$ cat config.mk
export PLATFORM = sky130hd
export DESIGN_NAME = qspi_flash_sched_flat
export DESIGN_NICKNAME = d
export VERILOG_FILES = /design/src/rtl/qspi_flash_sched_if.sv /design/src/rtl/qspi_flash_sched.sv /design/src/flat_wrapper.sv
export SDC_FILE = /design/constraint.sdc
export NUM_CORES = 1
export LEC_CHECK = 0
export BUFFER_PORTS_ARGS = -buffer_cell sky130_fd_sc_hd__buf_4
export CAP_MARGIN = 40
export CORE_UTILIZATION = 49
export CTS_CLUSTER_SIZE = 20
export DETAILED_ROUTE_END_ITERATION = 7
export GPL_TIMING_DRIVEN = 0
export PLACE_DENSITY = 0.79
export SYNTH_ARGS = -nofsm -noshare
export SYNTH_HDL_FRONTEND = slang
export SYNTH_SLANG_ARGS = --single-unit
$ cat constraint.sdc
create_clock -name clk -period 1.9 [get_ports clk]
set_input_delay 0.095 -clock clk [delete_from_list [all_inputs] [get_ports clk]]
set_output_delay 0.095 -clock clk [all_outputs]
set_load 0.02 [all_outputs]
$ cat src/rtl/qspi_flash_sched_if.sv
// Bundles the two requester ports, status outputs and the flash-side bus
// of qspi_flash_sched. The master side is the requesters plus the flash
// model; the slave side is the scheduler itself.
interface qspi_flash_sched_if;
  // requester 0
  logic       req0;
  logic [1:0] op0;
  logic [7:0] addr0;
  logic [7:0] wdata0;
  logic       gnt0;
  logic       done0;
  // requester 1
  logic       req1;
  logic [1:0] op1;
  logic [7:0] addr1;
  logic [7:0] wdata1;
  logic       gnt1;
  logic       done1;
  // shared status
  logic       err;
  logic [7:0] rdata;
  logic       busy;
  // flash side
  logic       fl_write_enable;
  logic       fl_read_enable;
  logic       fl_erase_enable;
  logic [7:0] fl_address;
  logic [7:0] fl_data_in;
  logic [7:0] fl_data_out;

  modport master (
    output req0, op0, addr0, wdata0,
    output req1, op1, addr1, wdata1,
    output fl_data_out,
    input  gnt0, done0, gnt1, done1, err, rdata, busy,
    input  fl_write_enable, fl_read_enable, fl_erase_enable,
    input  fl_address, fl_data_in
  );

  modport slave (
    input  req0, op0, addr0, wdata0,
    input  req1, op1, addr1, wdata1,
    input  fl_data_out,
    output gnt0, done0, gnt1, done1, err, rdata, busy,
    output fl_write_enable, fl_read_enable, fl_erase_enable,
    output fl_address, fl_data_in
  );
endinterface

$ cat src/rtl/qspi_flash_sched.sv
// Two-requester flash operation scheduler. Round-robin arbitrates between
// requesters, issues a one-cycle read/write/erase strobe, waits a fixed
// per-operation latency, then reports completion (and read data) with a
// one-cycle done pulse. All outputs are registered.
module qspi_flash_sched #(
  parameter int unsigned READ_LAT  = 2,
  parameter int unsigned WRITE_LAT = 4,
  parameter int unsigned ERASE_LAT = 8
) (
  input logic                clk,
  input logic                reset,
  qspi_flash_sched_if.slave  bus
);

  if (READ_LAT < 1 || READ_LAT > 15) begin : g_bad_read_lat
    $error("READ_LAT out of range 1..15");
  end
  if (WRITE_LAT < 1 || WRITE_LAT > 15) begin : g_bad_write_lat
    $error("WRITE_LAT out of range 1..15");
  end
  if (ERASE_LAT < 1 || ERASE_LAT > 15) begin : g_bad_erase_lat
    $error("ERASE_LAT out of range 1..15");
  end

  localparam logic [3:0] READ_LAT_C  = 4'(READ_LAT);
  localparam logic [3:0] WRITE_LAT_C = 4'(WRITE_LAT);
  localparam logic [3:0] ERASE_LAT_C = 4'(ERASE_LAT);

  localparam logic [1:0] OP_READ  = 2'b00;
  localparam logic [1:0] OP_WRITE = 2'b01;
  localparam logic [1:0] OP_ERASE = 2'b10;

  typedef enum logic [1:0] {
    IDLE,
    ISSUE,
    WAIT,
    DONE
  } state_t;

  state_t     state;
  logic [3:0] wait_cnt;
  logic [1:0] op_q;
  logic       id_q;      // requester currently being served
  logic       last_gnt;  // requester granted most recently

  logic       gnt0_q, gnt1_q, done0_q, done1_q, err_q, busy_q;
  logic       wr_en_q, rd_en_q, er_en_q;
  logic [7:0] rdata_q, addr_q, din_q;

  logic       win;
  logic [1:0] win_op;
  logic [7:0] win_addr;
  logic [7:0] win_wdata;
  logic       any_req;

  // Round-robin pick: lone requester wins, a tie goes to the one not granted last.
  always_comb begin
    any_req = bus.req0 | bus.req1;
    win     = 1'b0;
    if (bus.req0 && bus.req1) begin
      win = ~last_gnt;
    end else if (bus.req1) begin
      win = 1'b1;
    end
    win_op    = win ? bus.op1    : bus.op0;
    win_addr  = win ? bus.addr1  : bus.addr0;
    win_wdata = win ? bus.wdata1 : bus.wdata0;
  end

  // Scheduler FSM; every output is a register updated alongside the state.
  always_ff @(posedge clk) begin
    if (reset) begin
      state    <= IDLE;
      wait_cnt <= '0;
      op_q     <= '0;
      id_q     <= 1'b0;
      last_gnt <= 1'b1;
      gnt0_q   <= 1'b0;
      gnt1_q   <= 1'b0;
      done0_q  <= 1'b0;
      done1_q  <= 1'b0;
      err_q    <= 1'b0;
      busy_q   <= 1'b0;
      wr_en_q  <= 1'b0;
      rd_en_q  <= 1'b0;
      er_en_q  <= 1'b0;
      rdata_q  <= '0;
      addr_q   <= '0;
      din_q    <= '0;
    end else begin
      case (state)
        IDLE: begin
          // Strobes are launched together with the grant so they are
          // visible during the ISSUE cycle itself.
          if (any_req) begin
            state    <= ISSUE;
            busy_q   <= 1'b1;
            id_q     <= win;
            last_gnt <= win;
            op_q     <= win_op;
            gnt0_q   <= ~win;
            gnt1_q   <= win;
            addr_q   <= win_addr;
            din_q    <= (win_op == OP_WRITE) ? win_wdata : '0;
            rd_en_q  <= (win_op == OP_READ);
            wr_en_q  <= (win_op == OP_WRITE);
            er_en_q  <= (win_op == OP_ERASE);
          end
        end

        ISSUE: begin
          gnt0_q  <= 1'b0;
          gnt1_q  <= 1'b0;
          rd_en_q <= 1'b0;
          wr_en_q <= 1'b0;
          er_en_q <= 1'b0;
          case (op_q)
            OP_READ:  begin state <= WAIT; wait_cnt <= READ_LAT_C;  end
            OP_WRITE: begin state <= WAIT; wait_cnt <= WRITE_LAT_C; end
            OP_ERASE: begin state <= WAIT; wait_cnt <= ERASE_LAT_C; end
            default: begin
              state   <= DONE;
              err_q   <= 1'b1;
              done0_q <= ~id_q;
              done1_q <= id_q;
            end
          endcase
        end

        WAIT: begin
          wait_cnt <= wait_cnt - 4'd1;
          if (wait_cnt == 4'd1) begin
            state   <= DONE;
            err_q   <= 1'b0;
            done0_q <= ~id_q;
            done1_q <= id_q;
            if (op_q == OP_READ) begin
              rdata_q <= bus.fl_data_out;
            end
          end
        end

        DONE: begin
          state   <= IDLE;
          busy_q  <= 1'b0;
          done0_q <= 1'b0;
          done1_q <= 1'b0;
          err_q   <= 1'b0;
        end

        default: state <= IDLE;
      endcase
    end
  end

  assign bus.gnt0            = gnt0_q;
  assign bus.gnt1            = gnt1_q;
  assign bus.done0           = done0_q;
  assign bus.done1           = done1_q;
  assign bus.err             = err_q;
  assign bus.rdata           = rdata_q;
  assign bus.busy            = busy_q;
  assign bus.fl_write_enable = wr_en_q;
  assign bus.fl_read_enable  = rd_en_q;
  assign bus.fl_erase_enable = er_en_q;
  assign bus.fl_address      = addr_q;
  assign bus.fl_data_in      = din_q;

endmodule

$ cat src/flat_wrapper.sv
// flat-port wrapper written by rule: the top's interface ports become plain ports
module qspi_flash_sched_flat 
#(
  parameter int unsigned READ_LAT  = 2,
  parameter int unsigned WRITE_LAT = 4,
  parameter int unsigned ERASE_LAT = 8
)
  (clk, reset, bus_req0, bus_op0, bus_addr0, bus_wdata0, bus_req1, bus_op1, bus_addr1, bus_wdata1, bus_fl_data_out, bus_gnt0, bus_done0, bus_gnt1, bus_done1, bus_err, bus_rdata, bus_busy, bus_fl_write_enable, bus_fl_read_enable, bus_fl_erase_enable, bus_fl_address, bus_fl_data_in);
  qspi_flash_sched_if bus_i ();
  input logic clk;
  input logic reset;
  input wire logic [$bits(bus_i.req0)-1:0] bus_req0;
  input wire logic [$bits(bus_i.op0)-1:0] bus_op0;
  input wire logic [$bits(bus_i.addr0)-1:0] bus_addr0;
  input wire logic [$bits(bus_i.wdata0)-1:0] bus_wdata0;
  input wire logic [$bits(bus_i.req1)-1:0] bus_req1;
  input wire logic [$bits(bus_i.op1)-1:0] bus_op1;
  input wire logic [$bits(bus_i.addr1)-1:0] bus_addr1;
  input wire logic [$bits(bus_i.wdata1)-1:0] bus_wdata1;
  input wire logic [$bits(bus_i.fl_data_out)-1:0] bus_fl_data_out;
  output wire logic [$bits(bus_i.gnt0)-1:0] bus_gnt0;
  output wire logic [$bits(bus_i.done0)-1:0] bus_done0;
  output wire logic [$bits(bus_i.gnt1)-1:0] bus_gnt1;
  output wire logic [$bits(bus_i.done1)-1:0] bus_done1;
  output wire logic [$bits(bus_i.err)-1:0] bus_err;
  output wire logic [$bits(bus_i.rdata)-1:0] bus_rdata;
  output wire logic [$bits(bus_i.busy)-1:0] bus_busy;
  output wire logic [$bits(bus_i.fl_write_enable)-1:0] bus_fl_write_enable;
  output wire logic [$bits(bus_i.fl_read_enable)-1:0] bus_fl_read_enable;
  output wire logic [$bits(bus_i.fl_erase_enable)-1:0] bus_fl_erase_enable;
  output wire logic [$bits(bus_i.fl_address)-1:0] bus_fl_address;
  output wire logic [$bits(bus_i.fl_data_in)-1:0] bus_fl_data_in;
  assign bus_i.req0 = bus_req0;
  assign bus_i.op0 = bus_op0;
  assign bus_i.addr0 = bus_addr0;
  assign bus_i.wdata0 = bus_wdata0;
  assign bus_i.req1 = bus_req1;
  assign bus_i.op1 = bus_op1;
  assign bus_i.addr1 = bus_addr1;
  assign bus_i.wdata1 = bus_wdata1;
  assign bus_i.fl_data_out = bus_fl_data_out;
  assign bus_gnt0 = bus_i.gnt0;
  assign bus_done0 = bus_i.done0;
  assign bus_gnt1 = bus_i.gnt1;
  assign bus_done1 = bus_i.done1;
  assign bus_err = bus_i.err;
  assign bus_rdata = bus_i.rdata;
  assign bus_busy = bus_i.busy;
  assign bus_fl_write_enable = bus_i.fl_write_enable;
  assign bus_fl_read_enable = bus_i.fl_read_enable;
  assign bus_fl_erase_enable = bus_i.fl_erase_enable;
  assign bus_fl_address = bus_i.fl_address;
  assign bus_fl_data_in = bus_i.fl_data_in;
  qspi_flash_sched #(.READ_LAT(READ_LAT), .WRITE_LAT(WRITE_LAT), .ERASE_LAT(ERASE_LAT)) u_core (.clk(clk), .reset(reset), .bus(bus_i));
endmodule
== Word level (Yosys, flattened, before mapping) ==
Cells that the tools add are included.

* Bits in registers: 43
* Input bits: 48
* Logic and storage cells: 83

* Add/subtract/negate cells: 1
* Equal/unequal tests: 12
* Muxes and demuxes: 33
* Bitwise operators: 4
* Reduce and logical (&&, ||, !) cells: 16

{| class="wikitable"
|+ Operators with widths
! operator !! number
|-
| 8-bit two-way mux || 3
|-
| 1-bit two-way mux || 15
|-
| 1-bit one-hot mux with 2 select lines || 6
|-
| 4-bit one-hot mux with 3 select lines || 1
|-
| 2-bit AND reduction || 5
|-
| 1-bit one-hot mux with 3 select lines || 3
|-
| 2-bit == test, second input constant || 4
|-
| 2-bit one-hot mux with 4 select lines || 1
|-
| 4-bit one-hot mux with 2 select lines || 1
|-
| 2-bit by 1-bit == test with 1-bit output, second input constant || 3
|-
| 2-bit logical NOT || 3
|-
| 2-bit two-way mux || 3
|-
| 3-bit AND reduction || 2
|-
| 2-bit nonzero test || 3
|-
| 4-bit by 1-bit == test with 1-bit output, second input constant || 1
|-
| 2-bit by 1-bit != test with 1-bit output, second input constant || 2
|-
| 4-bit by 1-bit != test with 1-bit output, second input constant || 1
|-
| 4-bit by 1-bit subtractor with 4-bit output, second input constant || 1
|-
| 1-bit NOT || 3
|-
| 3-bit nonzero test || 1
|-
| 3-bit OR reduction || 1
|-
| 2-bit != test, second input constant || 1
|-
| 1-bit logical AND || 1
|-
| 1-bit OR || 1
|}

== Logic depth before layout (Yosys ltp) ==
Gate-level depths: netlist of the first run.

* Word-level depth: 6
* Depth in mapped cells: 7
* Gate-level depth less buffers: 5

== Worst setup path after synthesis of the first run ==
OpenSTA, ideal clock, no wires.

* Kind: register to register
* From: reg u_core.wait_cnt[0]
* To: reg u_core.done0_q, in the netlist u_core.bus.done0
* Setup time: 0.121 ns
* Data arrival time: 1.550 ns
* Required time: 1.779 ns
* Slack: 0.229 ns
* Cell stages (with the launch flop): 5
* Buffers on the path: 0
* Clock period less this slack: 1.671 ns
* Cells stage by stage: dfxtp_1 -> ha_1 -> or3b_4 -> a221oi_4 -> mux2_2

* Word-level cells in the longest chain between the ends: 3

{| class="wikitable"
|+ RTL lines
! what !! line !! source
|-
| from (decl) || qspi_flash_sched.sv:41 || <nowiki>logic [3:0] wait_cnt;</nowiki>
|-
| from (signal assigned) || qspi_flash_sched.sv:131 || <nowiki>wait_cnt <= wait_cnt - 4'd1;</nowiki>
|-
| 4-bit by 1-bit == test with 1-bit output || qspi_flash_sched.sv:132 || <nowiki>if (wait_cnt == 4'd1) begin</nowiki>
|-
| 2-bit by 1-bit != test with 1-bit output (no source line) || - ||
|-
| 3-bit AND reduction (no source line) || - ||
|-
| to (signal assigned) || qspi_flash_sched.sv:124 || <nowiki>done0_q <= ~id_q;</nowiki>
|-
| to (signal assigned) || qspi_flash_sched.sv:135 || <nowiki>done0_q <= ~id_q;</nowiki>
|-
| to (decl) || qspi_flash_sched.sv:46 || <nowiki>logic gnt0_q, gnt1_q, done0_q, done1_q, err_q, busy_q;</nowiki>
|}

No other way between the ends.
A chain may end at the register's enable or synchronous reset.

== Worst setup path after layout of the first run ==
* From: reg u_core.wait_cnt[1]
* To: reg u_core.done0_q, in the netlist u_core.bus.done0

Same word-level chain as after synthesis.

==> flow_summary.yaml, run 1 <==
clocking:
  clockBufferDepth: 2
  numCtsBuffers: 5
  cts_root_buf: "clkbuf_8"
  cts.sink_count: 43
  cts_tree: "done"
  htree_num_levels: 2
  cts_setup_buffers: 0
  clock_latency_ns: 0.30
  path_clk_slew_ns: 0.08
sta:
  hold_violations: 0
  tightest_slew_ns: 0.526
  fmax_ghz: 0.544
  drv_slew: 0
  setup_viol: 0
  hold_slack_ns: 0.0399
  fin_crit_sh_pct: 96.8
  fin_crit_ns: 1.84
  skew_ns: 0.00694
  rsz0062_at_grt: "true"
  postLayoutSetupSlackWorst_ns: 0.0602
  relSlewSlack_pct: 64.9
worst_setup_path:
  cp-end-kind: "register"
  critPathMaxFanout: 4
  slowest_delay_ns: 0.43
  cp_cell_sequence: "inv_1 > ha_1 > or3b_4 > a221oi_4 > mux2_2"
  worst-path-buf-inv: 1
  required_ns: 2.10
  path_class: "reg2reg"
  path_depth: 5
  startpoint_type: "register"
  r2r_cells: 5
  cpLargestDelayFamily: "simple AND/OR/NAND/NOR gates"
  crit_arrival_ns: 2.04
  crit_slowest_cell: "or3b_4"
layout:
  area_delta_synth_final_pct: 35.2
  drive_above_1_share_pct: 31.4
  n_fill_cell: 371
  antennaDiodeCount: 0
  nets: 408
  layoutNonFillerInstCount: 402
synth:
  netlist_area_um2: 2220
  yosys_most_used_dff: "dfxtp_1"
  ys_types: 44
  synth_top_area_share_pct: 38.7
  netlist_instances: 265
  yosysSeqAreaShare_pct: 38.7
  synth_area_leaders: "dfxtp_1 39%, a311oi_1 7.1%, ha_1 6.2%"
  avgSynthCellArea_um2: 8.39
  post-synth-top-area-cell: "dfxtp_1"
  syn_nets: 324
  synth_edf_count: 0
  synth_commonest_cells: "43 x dfxtp_1, 25 x nand3_1, 23 x nand2_1, 22 x nor2_1, 19 x a21oi_1"
  synth_seq_cells: 43
  yosys_warnings: 0
  yosysMostFrequentCell: "dfxtp_1"
  async_flop_share_pct: 0
pwr:
  power_density_nw_per_um2: 1320
  leakage_nw: 1.29
  total_power_mw: 3.96
  vdd_drop_max_uv: 592
min_path:
  hold_path.class: "in2reg"
  hold_depth: 3
placed_design:
  gp_congestion: 0.833
  port_buffers: 77
  dpl.hpwl_mm: 4.19
  pre_cts_slack_ns: -0.0617
  dp.cells: 394
floorplan:
  initial_core_util_pct: 51.1
  core-area_um2: 4350
  fp-row-count: 24
  die_h_um: 69.4
  die_w_um: 69.4
  die-area_um2: 4810
  ios: 81
detailed_routing:
  avgRoutedWirePerCell_um: 14.5
  via_per_inst: 5.67
  drt-total-wl_mm: 5.84
  ant_nets: 0
  drtIter0Drc: 203
  firstDrtPassIters: 4
  via_count: 2279
  drc: 0
grt:
  grt_pass1_vias: 2097
  track_usage_pct: 24.1
  grt_max_degree: 14
  grt_pass1_wl_mm: 9.35
  overflow: 0
  antenna_found_initial: 0
job:
  maxCapViolCount: 0
status:
  status: "finished, final reports clean"
## cell families after synthesis
group	Yosys count	share of synthesized area [%]
fa+ha+maj	11	6.19
flops	43	38.7
buf+inv	35	6.41
compound gates	70	22.7
mux	7	3.21
simple gates	99	22.8
## worst reg2reg max path: cells and delay by family, from the launching register on
family | cells | cell delay (ns)
AOI/OAI and AO/OA | 1 | 0.30
adders and majority gates | 1 | 0.19
buffers and inverters | 1 | 0.09
DFF | 1 | 0.35
muxes | 1 | 0.37
and+or+nand+nor | 1 | 0.43
## routing by layer
layer  up-vias  part of all wire [%]  global-route usage, %
met4         0                   1.7                   10.4
met3         9                   5.4                   4.22
met5         -                     0                      0
met1      1069                    43                   30.6
met2        83                    49                   40.1
li1       1118                     -                      -
## area by class of cell
cell class,instances,area (µm²),area share (%)
multi-input cells,187,1240,41.1
flip-flops and latches,43,861,28.6
repair buffers,77,578,19.2
plain buffers,20,92.6,3.08
clock buffers,6,82.6,2.75
well taps,52,65.1,2.16
inverters,15,56.3,1.87
clock inverters,2,35.0,1.16
## final timing paths
path,start,endpoint,slack [ns]
setup / recovery,u_core.wait_cnt[1],u_core.bus.done0,0.06
hold / removal,bus_fl_data_out[7],u_core.bus.rdata[7],0.04
setup reg to reg,u_core.wait_cnt[1],u_core.bus.done0,0.06
hold reg to reg,u_core.bus.fl_read_enable,u_core.bus.fl_read_enable,0.47
## registers in the layout, indices dropped and copies added (netlist names)
name and count:
u_core.bus.rdata 8, u_core.bus.fl_erase_enable 1, u_core.bus.done0 1, u_core.last_gnt 1
u_core.bus.fl_write_enable 1, u_core.op_q 2, u_core.bus.gnt1 1, u_core.bus.busy 1
u_core.bus.fl_data_in 8, u_core.bus.fl_address 8, u_core.wait_cnt 4, u_core.bus.gnt0 1
u_core.bus.fl_read_enable 1, u_core.bus.done1 1, u_core.state 2, u_core.id_q 1
u_core.bus.err 1
## placed cells by master, fill, tap and decap left out, types with 2 or more instances in the layout
cell type / netlist / layout
o32ai_1: 3 / 3
nand2_1: 23 / 23
a31oi_1: 2 / 2
clkbuf_1: 10 / 8
o31ai_1: 2 / 2
o211ai_1: 2 / 2
ha_2: 0 / 2
a21oi_1: 19 / 19
mux2i_1: 6 / 6
nor2b_1: 8 / 8
nand3_1: 25 / 25
nand2b_1: 7 / 7
nor3_1: 3 / 3
clkbuf_2: 1 / 3
ha_1: 11 / 9
inv_1: 15 / 15
buf_2: 8 / 8
clkbuf_8: 0 / 6
a311oi_1: 18 / 18
buf_4: 0 / 78
nor2_1: 22 / 22
o21ai_0: 13 / 13
dfxtp_1: 43 / 43
## report_power, final
part	total, mW	switching [mW]	internal, mW
combinational	1.91	1.09	0.818
clock	0.751	0.326	0.426
sequential	1.30	0.159	1.14
total	3.96	1.58	2.38
## metrics by stage
step | TNS (ns) | utilization (%) | cell area [µm²]
floorplan | 0 | - | 2220
global placement | 0 | 65.9 | 2870
detailed placement | -0.111 | 65.9 | 2870
CTS | 0 | 68.7 | 2990
global route | -0.0199 | 69.1 | 3010
finish | 0 | 69.1 | 3010
## repair_timing
item	in CTS	in global routing
hold endpoints to repair	0	0
setup endpoints to repair	13	21
resized for setup	2	8
hold buffers	0	0
Note: power is estimated with default switching activity, not from simulation.
==> run 2: changes to the inputs <==
==> constraint.sdc (replaced) <==
create_clock -name clk -period 1.99 [get_ports clk]
set_input_delay 0.0995 -clock clk [delete_from_list [all_inputs] [get_ports clk]]
set_output_delay 0.0995 -clock clk [all_outputs]
set_load 0.02 [all_outputs]
==> run 2 against run 1 <==
  * Maximum frequency decreased by 0.23%
  * Worst hold slack improved by 0.0048 ns
  * Critical path depth unchanged
  * Register-to-register slack improved by 0.09 ns
  * Core utilization decreased by 0.17 points
  * First-iteration DRC count increased by 16%
==> flow_summary.yaml, run 2 (synthesis gave the netlist of run 1 again) <==
worst_setup_path:
  path_class: "reg2reg"
  cp-end-kind: "register"
  r2r-start: "u_core.state[1]"
  crit_arrival_ns: 2.05
  crit_start: "u_core.state[1]"
  crit_slowest_cell: "or4b_4"
  slowest_delay_ns: 0.54
  critPathMaxFanout: 7
  r2r_cells: 5
  startpoint_type: "register"
  regToRegSetupSlack_ns: 0.15
  timing.rr.end: "u_core.wait_cnt[3]"
  cp_cell_sequence: "inv_1 > ha_1 > or4b_4 > a311o_1 > o41ai_1"
  endpoint: "u_core.wait_cnt[3]"
  required_ns: 2.20
sta:
  relSlewSlack_pct: 64.1
  tightest_slew_ns: 0.539
  fin_crit_sh_pct: 92.7
  setup_viol: 0
  fin_crit_ns: 1.84
  tns_ns: 0
  drv_slew: 0
  fmax_ghz: 0.542
  hold_violations: 0
  rsz0062_at_grt: "false"
  skew_ns: 0.00741
detailed_routing:
  wl_met3_um: 282
  drc: 0
  firstDrtPassIters: 4
  via_per_inst: 5.59
  drt-total-wl_mm: 5.85
  top_layer: "met4"
  wl_met2_mm: 2.90
  wl_met1_mm: 2.54
  drtIter0Drc: 235
  via_count: 2247
  avgRoutedWirePerCell_um: 14.5
  ant_nets: 0
pwr:
  power_switching_mw: 1.51
  leakage_nw: 1.28
  power_density_nw_per_um2: 1260
  combPwrFrac_pct: 48.1
  clkPwrFrac_pct: 19.0
  power_frac_seq_pct: 32.8
  vdd_drop_max_uv: 556
  p_int_mw: 2.26
  swShare_pct: 40.0
clocking:
  cts.sink_count: 43
  htree_num_levels: 2
  clock_latency_ns: 0.30
  ctsHoldBuffers: 0
  cts_root_buf: "clkbuf_8"
  clockBufferDepth: 2
  cts_tree: "done"
  path_clk_slew_ns: 0.08
  numCtsBuffers: 5
grt:
  overflow: 0
  grt_pass1_vias: 2102
  grt_max_degree: 14
  antenna_found_initial: 0
  track_usage_pct: 24.1
  grt_pass1_wl_mm: 9.34
layout:
  nets: 408
  antennaDiodeCount: 0
  area_delta_synth_final_pct: 34.9
  final_common_cell: "buf_4"
  layout_common_cells: "77 x buf_4, 43 x dfxtp_1, 25 x nand3_1"
  utilization_pct: 68.9
  drive_above_1_share_pct: 30.6
placed_design:
  port_buffers: 77
  dpl.hpwl_mm: 4.19
  gp_congestion: 0.833
min_path:
  hold_path.class: "in2reg"
floorplan:
  die-area_um2: 4810
  die_h_um: 69.4
  core-area_um2: 4350
  initial_core_util_pct: 51.1
  ios: 81
  fp-row-count: 24
  die_w_um: 69.4
status:
  status: "finished, final reports clean"
job:
  maxCapViolCount: 0
## run 2: changes by cell type in the layout (fill, tap and decap cells not counted)
cell      previous run  this run
ha_2                 2         1
ha_1                 9        10
clkbuf_2             3         2
clkbuf_1             8        10
buf_4               78        77
## run 2: area by class of cell
| class | count | area (µm²) |
|---|---|---|
| repair buffers | 77 | 578 |
| inverters | 15 | 56.3 |
| clock buffers | 6 | 82.6 |
| multi-input cells | 187 | 1230 |
| clock inverters | 2 | 35.0 |
| flip-flops and latches | 43 | 861 |
| fillers | 375 | 1350 |
| plain buffers | 20 | 87.6 |
| well taps | 52 | 65.1 |
## run 2: repair_timing
action / in CTS / in global routing
endpoints found under the setup margin: 0 / 14
resized for setup: 0 / 4
setup buffers: 0 / 0
## run 2: worst min path at each step
stage                       start                   to  slack, ns  depth (start not counted)
2_1_floorplan  bus_fl_data_out[0]  u_core.bus.rdata[0]       0.25                          2
3_3_place_gp   bus_fl_data_out[7]  u_core.bus.rdata[7]       0.36                          3
3_5_place_dp   bus_fl_data_out[4]  u_core.bus.rdata[4]       0.37                          3
4_1_cts        bus_fl_data_out[4]  u_core.bus.rdata[4]       0.05                          3
5_1_grt        bus_fl_data_out[0]  u_core.bus.rdata[0]       0.05                          3
6_report       bus_fl_data_out[7]  u_core.bus.rdata[7]       0.04                          3
## run 2: power groups by stage
stage               registers, mW  logic (mW)  clock network, mW
floorplan                    1.42        1.02                  0
global placement             1.25        1.73                  0
detailed placement           1.25        1.77                  0
CTS                          1.24        1.78              0.725
global route                 1.27        1.98              0.769
finish                       1.24        1.81              0.717
## run 2: worst max-delay path, delay by kind of cell (launching register included)
family | cells | cell delay (ns)
fa+ha+maj | 1 | 0.35
buf+inv | 1 | 0.12
simple gates | 1 | 0.54
compound gates | 2 | 0.38
flops | 1 | 0.36
## run 2: layer usage
layer / GRT usage (%) / vias up
li1: - / 1115
met1: 30.7 / 1046
met2: 39.5 / 75
met3: 4.22 / 11
met4: 11.3 / 0
met5: 0 / -
## run 2: through the flow
step | setup slack (ns) | cell area (µm²) | power, mW | hold WS, ns | instances
6_report | 0.146 | 3000 | 3.77 | 0.0448 | 402
5_1_grt | 0.0294 | 3000 | 4.02 | 0.0478 | 402
4_1_cts | 0.00000444 | 2990 | 3.75 | 0.0464 | 402
3_5_place_dp | 0.0283 | 2870 | 3.02 | 0.370 | 394
3_3_place_gp | 0.0998 | 2870 | 2.98 | 0.364 | 394
2_1_floorplan | 0.319 | 2220 | 2.44 | 0.247 | 265
